### src/rtl/axis_buffered_monitor.sv
// -----------------------------------------------------------------------------
// axis_buffered_monitor
//
// AXI4-Stream pass-through that buffers every beat in a first-word-fall-through
// FIFO and monitors the slave-side stream. It sits between a market-data/order
// stream producer and its consumer.
//
// Features
//   - DEPTH-entry FWFT FIFO with real backpressure on s_axis_tready.
//   - Occupancy and a registered almost_full flag.
//   - Counters for accepted beats and for accepted beats carrying tlast.
//   - Sticky proto_err flag. It sets when the upstream source breaks the
//     AXI-Stream rule "once tvalid is high, hold it and hold the payload
//     until the handshake completes".
//
// Ports
//   aclk            clock; all logic is on the rising edge
//   areset          synchronous, active-high reset; overrides everything
//   s_axis_*        slave stream: tdata/tkeep/tuser/tdest/tid/tlast/tvalid in,
//                   tready out (high whenever the FIFO is not full and not
//                   in reset)
//   m_axis_*        master stream: payload/tvalid out, tready in; the payload
//                   reads as all-zero whenever tvalid is low
//   occupancy       number of entries currently stored (0..DEPTH)
//   almost_full     registered, high when occupancy >= AF_THRESH
//   beat_count      accepted slave beats, wraps modulo 2^CNT_WIDTH
//   pkt_count       accepted slave beats with tlast=1, wraps modulo 2^CNT_WIDTH
//   proto_err       sticky handshake-violation flag
//   err_clear       clears proto_err; a new violation at the same edge wins
// -----------------------------------------------------------------------------
module axis_buffered_monitor #(
    parameter int DATA_WIDTH = 32,
    parameter int USER_WIDTH = 4,
    parameter int DEST_WIDTH = 4,
    parameter int ID_WIDTH   = 4,
    parameter int DEPTH      = 16,
    parameter int AF_THRESH  = 12,
    parameter int CNT_WIDTH  = 32
) (
    input  logic                      aclk,
    input  logic                      areset,

    input  logic [DATA_WIDTH-1:0]     s_axis_tdata,
    input  logic [DATA_WIDTH/8-1:0]   s_axis_tkeep,
    input  logic [USER_WIDTH-1:0]     s_axis_tuser,
    input  logic [DEST_WIDTH-1:0]     s_axis_tdest,
    input  logic [ID_WIDTH-1:0]       s_axis_tid,
    input  logic                      s_axis_tlast,
    input  logic                      s_axis_tvalid,
    output logic                      s_axis_tready,

    output logic [DATA_WIDTH-1:0]     m_axis_tdata,
    output logic [DATA_WIDTH/8-1:0]   m_axis_tkeep,
    output logic [USER_WIDTH-1:0]     m_axis_tuser,
    output logic [DEST_WIDTH-1:0]     m_axis_tdest,
    output logic [ID_WIDTH-1:0]       m_axis_tid,
    output logic                      m_axis_tlast,
    output logic                      m_axis_tvalid,
    input  logic                      m_axis_tready,

    output logic [$clog2(DEPTH):0]    occupancy,
    output logic                      almost_full,
    output logic [CNT_WIDTH-1:0]      beat_count,
    output logic [CNT_WIDTH-1:0]      pkt_count,
    output logic                      proto_err,
    input  logic                      err_clear
);

    localparam int KEEP_WIDTH = DATA_WIDTH / 8;
    localparam int AW         = $clog2(DEPTH);
    // Every sideband field travels with the data through one memory word.
    localparam int PW         = DATA_WIDTH + KEEP_WIDTH + USER_WIDTH
                              + DEST_WIDTH + ID_WIDTH + 1;

    localparam logic [AW:0] FULL_LEVEL = (AW + 1)'(DEPTH);
    localparam logic [AW:0] AF_LEVEL   = (AW + 1)'(AF_THRESH);

    // -------------------------------------------------------------------------
    // Storage and pointers
    // -------------------------------------------------------------------------
    logic [PW-1:0] mem [DEPTH];

    // Write and read counters carry one bit more than the address. Their
    // difference is the occupancy, and the extra bit tells full from empty.
    logic [AW:0]   wr_cnt;
    logic [AW:0]   rd_cnt;
    logic [AW-1:0] wr_ptr;
    logic [AW-1:0] rd_ptr;

    logic [PW-1:0] s_payload;
    logic [PW-1:0] m_payload;

    logic          full;
    logic          push;
    logic          pop;
    logic [AW:0]   occ_next;

    assign wr_ptr    = wr_cnt[AW-1:0];
    assign rd_ptr    = rd_cnt[AW-1:0];
    assign occupancy = wr_cnt - rd_cnt;
    assign full      = (occupancy == FULL_LEVEL);

    assign s_payload = {s_axis_tlast, s_axis_tid, s_axis_tdest,
                        s_axis_tuser, s_axis_tkeep, s_axis_tdata};

    // tready depends only on stored state and on reset. It never looks at
    // m_axis_tready, so a pop while full frees the slot for the next cycle
    // only.
    assign s_axis_tready = ~areset & ~full;
    assign push          = s_axis_tvalid & s_axis_tready;

    // FWFT: the head entry is presented as soon as it is stored. The payload
    // is forced to zero while empty so stale memory never leaks out after a
    // flush.
    assign m_axis_tvalid = (occupancy != '0);
    assign pop           = m_axis_tvalid & m_axis_tready;
    assign m_payload     = m_axis_tvalid ? mem[rd_ptr] : '0;

    assign {m_axis_tlast, m_axis_tid, m_axis_tdest,
            m_axis_tuser, m_axis_tkeep, m_axis_tdata} = m_payload;

    // NOTE: the storage array is deliberately left out of reset. The pointers
    // define which words are valid, and a memory without reset maps onto RAM
    // primitives instead of a wall of flops.
    always_ff @(posedge aclk) begin
        if (push) begin
            mem[wr_ptr] <= s_payload;
        end
    end

    // NOTE: every sequential block uses non-blocking assignments only, so
    // each register samples the values from before the edge, whatever order
    // the blocks are evaluated in.
    always_ff @(posedge aclk) begin
        if (areset) begin
            wr_cnt <= '0;
            rd_cnt <= '0;
        end else begin
            if (push) begin
                wr_cnt <= wr_cnt + 1'b1;
            end
            if (pop) begin
                rd_cnt <= rd_cnt + 1'b1;
            end
        end
    end

    // -------------------------------------------------------------------------
    // almost_full: compute the occupancy after this edge so that the flag
    // changes in the same cycle as occupancy.
    // -------------------------------------------------------------------------
    // NOTE: the default assignment at the top of the block keeps every path
    // assigned, so no latch is inferred.
    always_comb begin
        occ_next = occupancy;
        unique case ({push, pop})
            2'b10:   occ_next = occupancy + 1'b1;
            2'b01:   occ_next = occupancy - 1'b1;
            default: occ_next = occupancy;
        endcase
    end

    always_ff @(posedge aclk) begin
        if (areset) begin
            almost_full <= 1'b0;
        end else begin
            almost_full <= (occ_next >= AF_LEVEL);
        end
    end

    // -------------------------------------------------------------------------
    // Beat and packet counters, both free-running and wrapping
    // -------------------------------------------------------------------------
    always_ff @(posedge aclk) begin
        if (areset) begin
            beat_count <= '0;
            pkt_count  <= '0;
        end else if (push) begin
            beat_count <= beat_count + 1'b1;
            if (s_axis_tlast) begin
                pkt_count <= pkt_count + 1'b1;
            end
        end
    end

    // -------------------------------------------------------------------------
    // Handshake monitor
    //
    // A stalled beat is one offered (tvalid=1) while tready=0. At the next
    // edge the source must still offer it, with an identical payload.
    // Dropping tvalid or changing any field is a violation. The check does
    // not gate the datapath: whatever is offered is still pushed as normal.
    // -------------------------------------------------------------------------
    logic          stall_q;
    logic [PW-1:0] snap_q;
    logic          violation;

    assign violation = stall_q & (~s_axis_tvalid | (s_payload != snap_q));

    always_ff @(posedge aclk) begin
        if (areset) begin
            stall_q   <= 1'b0;
            snap_q    <= '0;
            proto_err <= 1'b0;
        end else begin
            stall_q   <= s_axis_tvalid & ~s_axis_tready;
            snap_q    <= s_payload;
            // A new violation beats a clear at the same edge.
            proto_err <= violation | (proto_err & ~err_clear);
        end
    end

endmodule

### config.mk
export PLATFORM = sky130hd
export DESIGN_NAME = axis_buffered_monitor
export DESIGN_NICKNAME = d
export VERILOG_FILES = /design/src/rtl/axis_buffered_monitor.sv
export SDC_FILE = /design/constraint.sdc
export NUM_CORES = 1
export LEC_CHECK = 0
export ABC_AREA = 1
export BUFFER_PORTS_ARGS = -buffer_cell sky130_fd_sc_hd__buf_2
export CAP_MARGIN = 20
export CELL_PAD_IN_SITES_DETAIL_PLACEMENT = 1
export CELL_PAD_IN_SITES_GLOBAL_PLACEMENT = 2
export CORE_MARGIN = 2
export CORE_UTILIZATION = 45
export DETAILED_ROUTE_END_ITERATION = 16
export GPL_ROUTABILITY_DRIVEN = 0
export PLACE_DENSITY_LB_ADDON = 0.3
export SLEW_MARGIN = 15
export SYNTH_ARGS = -nofsm -noshare
export SYNTH_HDL_FRONTEND = slang
export SYNTH_SLANG_ARGS = --single-unit
### constraint.sdc
create_clock -name aclk -period 8 [get_ports aclk]
set_input_delay 0.8 -clock aclk [delete_from_list [all_inputs] [get_ports aclk]]
set_output_delay 0.8 -clock aclk [all_outputs]
set_load 0.01 [all_outputs]
* Yosys cells after proc, flatten, opt, wreduce, memory -nomap -nowiden
Memory sizes are Yosys's and may differ from the RTL's. A register that Yosys moved wholly into a read port is not among the register bits.
Cells that the tools add are included.
** Operators by class
- Add/subtract/negate cells :: 7
- $lt $le $gt $ge :: 1
- Equality and inequality tests :: 4
- Mux-type cells :: 6
- Bitwise gates (word level) :: 13
- Reductions and logical operators :: 2
** Operators with widths (number)
- 32-bit by 1-bit adder with 32-bit output (second input constant) :: 2
- 49-bit two-way mux :: 1
- 49-bit inequality test :: 1
- 5-bit by 1-bit adder with 5-bit output (second input constant) :: 3
- 5-bit one-hot mux with 2 select lines :: 1
- 4-bit two-way mux :: 2
- 1-bit AND :: 6
- 5-bit equality test (second input constant) :: 1
- 5-bit by 4-bit >= comparator with 1-bit output (second input constant) :: 1
- 1-bit NOT :: 5
- 5-bit nonzero test :: 1
- 5-bit by 1-bit subtractor with 5-bit output (second input constant) :: 1
- 5-bit subtractor :: 1
- 2-bit by 1-bit equality test with 1-bit output (second input constant) :: 1
- 2-bit equality test (second input constant) :: 1
- 1-bit two-way mux :: 2
- 1-bit OR :: 2
- 2-bit AND reduction :: 1
** Word-level totals
- Register bits :: 126
- Memory bits (writable) :: 784
- Input port bits :: 54
- Output and inout port bits :: 122
- Logic and storage cells :: 42
- Memories kept :: 1
** Memory list
- mem :: words 16, width 49, rd ports 1, clocked after memory_dff 1, write ports 1, RTL line 81 : logic [PW-1:0] mem [DEPTH];

* Longest topological paths before layout
Gate-level depths: netlist of the first run.
- Depth after elaboration :: 8
- Mapped depth :: 25
- Mapped depth without buffers :: 23

* Worst setup path before layout of the first run
No wires, ideal clock.
- Kind :: register to register
- From :: reg wr_cnt[0]
- To :: mem mem[0][0] (netlist bit) (enable)
- Library setup time :: 456 ps
- Data arrival time :: 3964 ps
- Data required time :: 7544 ps
- Path slack :: 3581 ps
- Cell stages (with the launch flop) :: 14
- Path buffers :: 1
- Period minus slack after synthesis :: 4419 ps
- Cell sequence :: dfxtp_1 > inv_1 > ha_1 > fa_1 > inv_1 > nand2_2 > nand2_2 > nor3_4 > nand3_4 > nand2_8 > inv_4 > buf_6 > nand2_1 > nor2_1
** On the way
- Word-level cells in the longest chain between the ends :: 7
** Ends and longest elaborated chain
- start, declared :: RTL line 85 : logic [AW:0] wr_cnt;
- start signal, assigned :: RTL line 140 : wr_cnt <= wr_cnt + 1'b1;
- 5-bit subtractor :: RTL line 100 : assign occupancy = wr_cnt - rd_cnt;
- net occupancy[2] :: RTL line 61 : output logic [$clog2(DEPTH):0] occupancy,
- 5-bit equality test :: RTL line 101 : assign full = (occupancy == FULL_LEVEL);
- 1-bit NOT :: RTL line 109 : assign s_axis_tready = ~areset & ~full;
- 1-bit AND :: RTL line 109
- 1-bit AND :: RTL line 110 : assign push = s_axis_tvalid & s_axis_tready;
- 1-bit two-way mux :: RTL line 126 : if (push) begin
- 1-bit two-way mux (not written as such) :: RTL line 127 : mem[wr_ptr] <= s_payload;
- end, declared :: RTL line 81
The timed path passes the listed nets, and every way through them passes these cells.

* Worst setup path after layout of the first run
- From :: reg wr_cnt[0]
- To :: out m_axis_tdata[14]
** On the way
- Word-level cells in the longest chain between the ends :: 3
** Ends and longest elaborated chain
- 5-bit subtractor :: RTL line 100
- 5-bit nonzero test :: RTL line 115 : assign m_axis_tvalid = (occupancy != '0);
- 49-bit two-way mux :: RTL line 117 : assign m_payload = m_axis_tvalid ? mem[rd_ptr] : '0;
- end, declared :: RTL line 52 : output logic [DATA_WIDTH-1:0] m_axis_tdata,
Every way passes these cells.

==> results of run 1 <==
[power groups by stage]
| stage | clock, uW | sequential [uW] | combinational, uW |
|---|---|---|---|
| global placement | 0 | 5370 | 1380 |
| detailed placement | 0 | 5380 | 1430 |
| finish | 4580 | 5280 | 1430 |
| CTS | 4670 | 5280 | 1450 |
| floorplan | 0 | 5350 | 976 |
| global route | 4840 | 5280 | 1590 |
[synthesized netlist by cell type, drive strengths merged]
library cell and instances:
a21boi 1, a21oi 272, a31oi 10, and3 2
buf 104, clkbuf 66, dfxtp 130, edfxtp 784
fa 1, ha 14, inv 330, mux2 40
mux2i 156, nand2 510, nand3 249, nand3b 5
nand4 7, nor2 210, nor3 46, nor3b 1
nor4 1, o211ai 40, o21ai 276, o21bai 2
o22ai 2, xnor2 24, xor2 40
[worst max-delay path, stage by stage (launching register included)]
cell	delay (ns)
dfxtp_1	0.37
inv_1	0.12
ha_1	0.25
fa_1	0.54
inv_1	0.13
nor3_4	0.25
nand2_1	0.13
nor2_4	0.66
buf_4	0.46
inv_1	0.26
nand2_1	0.15
a31oi_1	0.05
buf_2	0.18
[metal layers]
layer	GRT usage	wire, um
met1	0.3159	46240
met3	0.03731	5032
met5	0	41
met2	0.4115	53170
met4	0.07481	2676
[stage by stage]
stage               cell area, um^2  std cells  hold WS, ns  setup slack, ns    util
floorplan                     38570       3323       0.4243            3.581       -
global placement              40410       4501       0.4581            3.583  0.4754
detailed placement            40410       4501       0.4760            3.450  0.4754
CTS                           43660       4683       0.3946            2.886  0.5136
global route                  43670       4685       0.4378            2.688  0.5137
finish                        43670       4688       0.4199            2.975  0.5137
[registers in the layout (all words and copies together) (netlist names), named ones only]
name and count:
snap_q 49, mem 784, beat_count 32, stall_q 1
proto_err 1, almost_full 1, pkt_count 32, rd_cnt 5
wr_cnt 5
[cell families after synthesis]
group / Yosys count / synth area share
DFF: 914 / 0.6779
adders and majority gates: 15 / 0.005061
AOI/OAI and AO/OA: 603 / 0.08191
xor gates and xnor gates: 64 / 0.01453
buffers and inverters: 500 / 0.05486
and+or+nand+nor: 1031 / 0.1136
muxes: 196 / 0.05217
[cells in the final DEF (no fill, tap or decap), drive strengths merged]
cell type,synthesis,routed
a21boi,1,1
a21oi,272,272
a31oi,10,10
and3,2,2
buf,104,204
bufinv,0,11
clkbuf,66,116
clkinv,0,46
clkinvlp,0,6
dfxtp,130,130
diode,0,5
edfxtp,784,784
fa,1,1
ha,14,14
inv,330,333
mux2,40,40
mux2i,156,156
nand2,510,510
nand3,249,249
nand3b,5,5
nand4,7,7
nor2,210,210
nor3,46,46
nor3b,1,1
nor4,1,1
o211ai,40,40
o21ai,276,276
o21bai,2,2
o22ai,2,2
xnor2,24,24
xor2,40,40
[final timing paths]
path                                              from                endpoint  depth (start not counted)
worst max-delay path            wr_cnt[0]$_SDFFE_PP0P_        m_axis_tdata[14]                         12
worst max register to register  wr_cnt[0]$_SDFFE_PP0P_  almost_full$_SDFF_PP0_                         21
worst min register to register    proto_err$_SDFF_PP0_    proto_err$_SDFF_PP0_                          2
worst min-delay path                         err_clear    proto_err$_SDFF_PP0_                          4
[area by class of cell]
class | instances | area [um^2]
inverters | 330 | 1251
diodes | 5 | 12.51
fillers | 8892 | 41340
clock buffers | 116 | 2644
well taps | 1144 | 1431
repair buffers | 204 | 1146
clock inverters | 66 | 606.8
flip-flops and latches | 914 | 26160
multi-input cells | 1909 | 10430
==> metrics.cfg, run 1 <==
[clock_network]
htreeDepth = 3
cts.repair.resized = 0
cts_setup_buffers = 0
cts.hold.buffers_added = 0
clock_tree.buffer_depth = 3
path_clk_slew_ns = 0.05
cts_buffers = 97
cts_tree = yes
cts_root_buf = clkbuf_16
clkSinkCount = 914
worst_skew_pair.late_latency_ns = 0.65

[routing]
wl_per_cell_um = 22.86
antenna_left = 0
first_pass_iters = 5
drt_iter0_drc = 1747
vias = 25646
viasPerCell = 5.471
drc = 0
wirelength_um = 107200

[pwr]
switchingPower_uw = 2897
power.total_uw = 11290
power_frac_clock = 0.406
combPwrFrac = 0.127
seq_power_share = 0.467
pwr_density_cell_mw_per_mm2 = 258.5
p_leak_uw = 0.01615
ir_worst_vdd_mv = 0.1633
power.internal_uw = 8394
switching_share = 0.2566

[timing]
final.setup.tns_ns = 0
fin_crit_sh = 0.6282
setup_violations = 0
fmax_ghz = 0.1990
grt_setup_unrepaired = no
finalHoldViolCount = 0
final.setup_skew_ns = 0.02185
fin_crit_ns = 5.025
worst_slew_pin_slew_ns = 1.308
slew_viol_final = 0
relSlewSlack = 0.1282

[placed_design]
hpwlAfterDp_um = 60370
port_buffers = 175

[grt]
track_usage = 0.2408
grt_max_degree = 230
grt_first_pass_wirelength_um = 163600
grt_antenna_before_repair = 11
grt_pass1_vias = 27255
overflow = 0

[floorplan]
core_mm2 = 0.08501
top_level_ports = 176
die_x_um = 296.8
rows = 107
initial_utilization = 0.4537
die_area_mm2 = 0.08806
fp.dieH_um = 296.8

[worst_hold_path]
hp-class = input pin to register

[yosys]
synthesis.area_mm2 = 0.03857
syn_inst = 3323
synth.avg_cell_area_um2 = 11.61
synthesis.nets = 3392
synth-warning-count = 0
ys_ff_latch = 914
synth_top_area_share = 0.6104
yosysUniqueCellTypes = 43
synth.top_cells.by_area = edfxtp_1 61%, dfxtp_1 6.7%, nand2_1 4.9%
synth_top_area_cell = edfxtp_1
ys_seq_area_frac = 0.6779

[flow_run]
cap_violations = 0

[worst_setup_path]
required_ns = 7.20
crit_path_start_kind = register
worstSetupPathType = register to output port
critPathMaxFanout = 25
worstSetupEndpointType = output port
worstPathArrival_ns = 4.23
reg2reg_slack_ns = 3.49

[cells_and_area]
nets = 3525
drive_above_1_share = 0.1235
syn_to_final_growth_pct = 13.24

[run_status]
outcome = complete, no violations

Power figures use the tool's default switching activity.
==> run 2: changes to the inputs <==
Settings changed: CORE_UTILIZATION 45 to 42.
Clock period 8 ns to 4.7 ns, I/O delays scaled along.
==> run 2 against run 1 <==
First-iteration DRC count decreased by 9.3%. Critical path type unchanged. Non-clock buffer count increased by 20. Clock-buffer cell count increased by 20. Wire length decreased by 3.9%. Via count decreased by 1.2%. Setup slack got worse by 2.6 ns. Die area increased by 7.0%.
==> metrics.cfg, run 2 (same netlist as run 1, synthesis figures left out) <==
[pwr]
ir_worst_vdd_mv = 0.3146  ; +93%
p_leak_uw = 0.01621  ; +0.41%
pwr_density_cell_mw_per_mm2 = 430.4  ; +66%
power.total_uw = 18890  ; +67%

[worst_setup_path]
critPathMaxFanout = 40  ; +60%
worstSetupPathType = register to output port
critPathCapture = m_axis_tdata[2]
reg2reg_slack_ns = 0.89  ; -2.60 ns
required_ns = 4.23  ; -2.97 ns
reg2reg_depth = 13  ; -38%
crit_path_start_kind = register
worstPathArrival_ns = 3.87  ; -0.36 ns
setup.worst_path.start = wr_cnt[0]$_SDFFE_PP0P_
timing.rr.end = mem[7][21]$_DFFE_PP_
r2r_start = wr_cnt[0]$_SDFFE_PP0P_
worstSetupEndpointType = output port

[placed_design]
hpwlAfterDp_um = 61610  ; +2.0%
port_buffers = 175  ; unchanged
dp_cells = 4563  ; +1.4%

[floorplan]
rows = 111  ; +3.7%
die_x_um = 307.0  ; +3.5%
die_area_mm2 = 0.09427  ; +7.0%
top_level_ports = 176  ; unchanged
core_mm2 = 0.09139  ; +7.5%
fp.dieH_um = 307.0  ; +3.5%
initial_utilization = 0.4220  ; -0.03164

[clock_network]
path_clk_slew_ns = 0.06  ; about the same
cts_setup_buffers = 0  ; unchanged
cts_tree = yes
cts_buffers = 96  ; -1.0%
cts.hold.buffers_added = 0  ; unchanged
worst_skew_pair.late_latency_ns = 0.66  ; about the same
cts_root_buf = clkbuf_16
htreeDepth = 3  ; unchanged
clkSinkCount = 914  ; unchanged
cts.repair.resized = 0  ; unchanged
clock_tree.buffer_depth = 3  ; unchanged

[grt]
grt_antenna_before_repair = 8  ; -3
grt_max_degree = 126  ; -45%
grt_pass1_vias = 26994  ; -0.96%
grt_first_pass_wirelength_um = 158900  ; -2.9%
overflow = 0  ; unchanged
track_usage = 0.2174  ; -0.02346

[timing]
setup_violations = 0  ; unchanged
relSlewSlack = 0.2863  ; +0.1581
fmax_ghz = 0.2306
final.setup_skew_ns = 0.01422  ; -0.007636 ns
slew_viol_final = 0  ; unchanged
fin_crit_ns = 4.336
finalHoldViolCount = 0  ; unchanged
worst_slew_pin_slew_ns = 1.071  ; -0.2371 ns
final.setup.tns_ns = 0  ; unchanged
fin_crit_sh = 0.9226
grt_setup_unrepaired = no

[cells_and_area]
final_cell_mix = 784 x edfxtp_1, 504 x nand2_1, 324 x inv_1
multi_input_comb_area_mm2 = 0.01043  ; unchanged
nets = 3544  ; +0.54%
regArea_mm2 = 0.02616  ; unchanged
syn_to_final_growth_pct = 13.78
antennaDiodeCount = 0  ; -5
final_util = 0.4802  ; -0.03355
regMostFlops = mem
drive_above_1_share = 0.1262  ; +0.002713
largest_reg_flops = 784  ; unchanged
nFillCells = 9625  ; +8.2%
instances_no_fill = 4744  ; +1.2%
reg_top3 = mem: 784 flops, snap_q: 49 flops
final_common_cell = edfxtp_1

[run_status]
outcome = complete, no violations

[routing]
antenna_left = 0  ; unchanged
first_pass_iters = 5  ; unchanged
viasPerCell = 5.342  ; -2.4%
wirelength_um = 103000  ; -3.9%
drc = 0  ; unchanged
drt_iter0_drc = 1585  ; -9.3%
wl_per_cell_um = 21.71  ; -5.0%
vias = 25342  ; -1.2%

[worst_hold_path]
hp-class = input pin to register

[flow_run]
cap_violations = 0  ; unchanged

run 2: cell count changes in the layout (fill, tap and decap cells not counted), moves of 4 or more:
cell        change
clkinvlp_4      -4
bufinv_16       -6
clkinv_1       -14
buf_12         +16
clkbuf_16       -4
diode_2         -5
buf_4           +4
clkbuf_1       +21
run 2: worst min-delay path by stage:
stage | from | to | slack, ns | cells after the start
2_1_floorplan | stall_q$_SDFF_PP0_ | proto_err$_SDFF_PP0_ | 0.42 | 2
3_3_place_gp | proto_err$_SDFF_PP0_ | proto_err$_SDFF_PP0_ | 0.46 | 2
3_5_place_dp | proto_err$_SDFF_PP0_ | proto_err$_SDFF_PP0_ | 0.47 | 2
4_1_cts | err_clear | proto_err$_SDFF_PP0_ | 0.04 | 4
5_1_grt | err_clear | proto_err$_SDFF_PP0_ | 0.08 | 4
6_report | err_clear | proto_err$_SDFF_PP0_ | 0.07 | 4
run 2: area by class of cell:
class,count,area share
sequential,914,0.5960
multi-input combinational,1909,0.2376
clock buffer,136,0.06070
timing repair buffer,224,0.03410
tap,1186,0.03382
inverter,330,0.02851
clock inverter,45,0.009210
run 2: routing by layer:
metal  part of all wire  wire [um]  global-route usage  up-vias
met3              0.042       4373             0.03405      148
met4              0.020       2048             0.05695       14
li1                   -          -                   -    11904
met1               0.43      44670              0.2812    12817
met5            0.00089         92                   0        -
met2               0.50      51790              0.3807      459
run 2: worst max-delay path, stage by stage (launching register included):
cell	delay [ns]
dfxtp_1	0.37
inv_1	0.12
ha_1	0.24
fa_1	0.52
inv_1	0.11
nor3_4	0.25
nand2_1	0.13
nor2_4	0.13
buf_4	0.55
inv_1	0.33
nand2_1	0.17
a31oi_1	0.05
buf_2	0.18
run 2: report_power, final:
group / internal (uW) / leakage (uW) / switching, uW
clock: 4240 / 0.00151 / 3200
combinational: 820 / 0.00658 / 1650
sequential: 8900 / 0.00813 / 76.8
run 2: metrics by stage:
| stage | area, um^2 | hold slack [ns] | worst slack, ns |
|---|---|---|---|
| 3_5_place_dp | 40810 | 0.4658 | 0.8616 |
| 6_report | 43880 | 0.07149 | 0.3636 |
| 3_3_place_gp | 40810 | 0.4573 | 1.026 |
| 5_1_grt | 43880 | 0.07795 | 0.04711 |
| 2_1_floorplan | 38570 | 0.4243 | 0.2808 |
| 4_1_cts | 43880 | 0.03828 | 0.2240 |
==> run 3: changes to the inputs <==
Settings changed: PLACE_DENSITY_LB_ADDON 0.3 to 0.1.
==> run 3 against run 2 <==
Non-clock buffer count rose by 6. Die area is the same. Global-route usage increased by 0.51 points. Clock power rose by 3.5%. Sequential power hardly changed. Wire length increased by 1.8%. Clock skew up 0.0092 ns. Power rose by 1.4%. Design area up 0.49%. Via count down 0.60%. Combinational power barely moved. Critical endpoint is now m_axis_tid[1]. Largest cell class unchanged.
==> metrics.cfg, run 3 (same netlist as run 1, synthesis figures left out) <==
[timing]
fin_crit_sh = 0.8936  ; -0.02909
relSlewSlack = 0.3566  ; +0.07031
finalHoldViolCount = 0  ; unchanged
worst_slew_pin_slew_ns = 0.9629  ; -0.1077 ns
slew_viol_final = 0  ; unchanged
setup_violations = 0  ; unchanged
fin_crit_ns = 4.200  ; -0.1367 ns
grt_setup_unrepaired = no
fmax_ghz = 0.2381  ; +3.3%
final.setup_skew_ns = 0.02346  ; +0.009245 ns
final.setup.tns_ns = 0  ; unchanged

[floorplan]
initial_utilization = 0.4220  ; unchanged
die_area_mm2 = 0.09427  ; unchanged
top_level_ports = 176  ; unchanged
fp.dieH_um = 307.0  ; unchanged
die_x_um = 307.0  ; unchanged
core_mm2 = 0.09139  ; unchanged
rows = 111  ; unchanged

[run_status]
outcome = complete, no violations

[worst_setup_path]
cp_slowest_cell = fa_1
crit_path_start_kind = register
path_cells = inv_1 -> ha_1 -> fa_1 -> inv_1 -> nor3_4 -> nand2_1 -> nor2_4 -> buf_6 -> inv_1 -> nand2_1 -> a31oi_1 -> buf_2
worstPathArrival_ns = 3.73  ; -0.14 ns
cpMostUsedCell = inv_1
path_delay_family = buffers and inverters
required_ns = 4.23  ; about the same
critPathMaxFanout = 40  ; unchanged
cp_slowest_stage_delay_ns = 0.55  ; about the same
worstSetupEndpointType = output port
worstSetupPathType = register to output port
path_buf_inv = 5  ; unchanged

[grt]
overflow = 0  ; unchanged
grt_antenna_before_repair = 5  ; -3
grt_first_pass_wirelength_um = 160900  ; +1.3%
grt_pass1_vias = 26588  ; -1.5%
grtUsageMet2 = 0.3845  ; +0.003841
track_usage = 0.2225  ; +0.005097
use_met3 = 0.02929  ; -0.004755
grt-busiest-layer = met2
grt_max_degree = 121  ; -4.0%
gr-usage-met1 = 0.2977  ; +0.01648

[routing]
wl_per_cell_um = 22.03  ; +1.5%
antenna_left = 0  ; unchanged
drc = 0  ; unchanged
viasPerCell = 5.295  ; -0.87%
wirelength_um = 104800  ; +1.8%
drt_iter0_drc = 1634  ; +3.1%
vias = 25190  ; -0.60%
first_pass_iters = 5  ; unchanged

[clock_network]
clkSinkCount = 914  ; unchanged
cts_tree = yes
clock_tree.buffer_depth = 3  ; unchanged
htreeDepth = 3  ; unchanged
cts_root_buf = clkbuf_16
cts_setup_buffers = 0  ; unchanged
path_clk_slew_ns = 0.06  ; about the same
cts_buffers = 100  ; +4.2%
worst_skew_pair.late_latency_ns = 0.65  ; about the same

[cells_and_area]
final_util = 0.4825  ; +0.002342
regArea_mm2 = 0.02616  ; unchanged
nets = 3554  ; +0.28%
regMostFlops = mem
final_common_cell = edfxtp_1
nFillCells = 9632  ; +0.073%
reg_top3 = mem: 784 flops, snap_q: 49 flops
drive_above_1_share = 0.1280  ; +0.001781
multi_input_comb_area_mm2 = 0.01043  ; unchanged
final_cell_mix = 784 x edfxtp_1, 504 x nand2_1, 324 x inv_1
largest_reg_flops = 784  ; unchanged
syn_to_final_growth_pct = 14.33
antennaDiodeCount = 0  ; unchanged

[worst_hold_path]
hp-class = input pin to register

[flow_run]
cap_violations = 0  ; unchanged

[placed_design]
port_buffers = 175  ; unchanged
hpwlAfterDp_um = 62130  ; +0.85%

[pwr]
ir_worst_vdd_mv = 0.2761  ; -12%
pwr_density_cell_mw_per_mm2 = 434.2  ; +0.88%
p_leak_uw = 0.01631  ; +0.63%

-- run 3: cell count changes in the layout (fill, tap and decap cells not counted), moves of 2 or more --
cell | before | now
clkbuf_16 | 97 | 103
buf_4 | 30 | 35
clkinv_2 | 20 | 15
clkbuf_1 | 30 | 33
clkinv_1 | 9 | 11
-- run 3: worst reg2reg max path: stages (launching register included) --
cell	delay (ns)
dfxtp_1	0.37
inv_1	0.12
ha_1	0.25
fa_1	0.42
inv_1	0.11
nand2_2	0.08
nand2_2	0.12
nor3_4	0.06
nand3_4	0.13
nand2_8	0.22
inv_4	0.40
nand2_1	0.33
nor2_4	0.17
buf_4	0.56
-- run 3: per-stage QoR --
stage                     setup slack [ns]  power (uW)  hold WS [ns]  std cells  instance area, um^2
after floorplan                     0.2808       10760        0.4243       3323                38570
after global placement               1.021       11590        0.4615       4569                40860
after detailed placement            0.9278       11650        0.4657       4569                40860
after CTS                           0.2198       19380       0.05232       4757                44090
after global routing                0.2216       19940       0.07171       4757                44100
final                               0.5003       19150       0.08912       4757                44100
-- run 3: final cells by class --
class,instances,area share
repair buffers,230,0.03504
inverters,330,0.02837
clock buffers,145,0.06407
clock inverters,43,0.009250
well taps,1186,0.03365
flip-flops and latches,914,0.5931
multi-input cells,1909,0.2365
-- run 3: repair_timing --
item,4_1_cts,5_1_grt
hold buffers,0,0
resized for setup,0,1
setup endpoints to repair,0,3
endpoints found under the hold margin,0,0
-- run 3: metal layers --
layer | up-vias | share of wire
li1 | 11931 | -
met1 | 12684 | 0.45
met2 | 428 | 0.49
met3 | 139 | 0.037
met4 | 8 | 0.019
met5 | - | 0.00044
-- run 3: worst paths after layout --
path | start | endpoint | slack [ns] | cells past startpoint
max | wr_cnt[0]$_SDFFE_PP0P_ | m_axis_tid[1] | 0.50 | 12
min | err_clear | proto_err$_SDFF_PP0_ | 0.09 | 4
max reg2reg | wr_cnt[0]$_SDFFE_PP0P_ | mem[2][44]$_DFFE_PP_ | 0.95 | 13
min reg2reg | proto_err$_SDFF_PP0_ | proto_err$_SDFF_PP0_ | 0.48 | 2
-- run 3: power by group --
group	switching, uW	internal, uW
sequential	70.1	8900
clock	3180	4510
combinational	1660	822
total	4920	14200
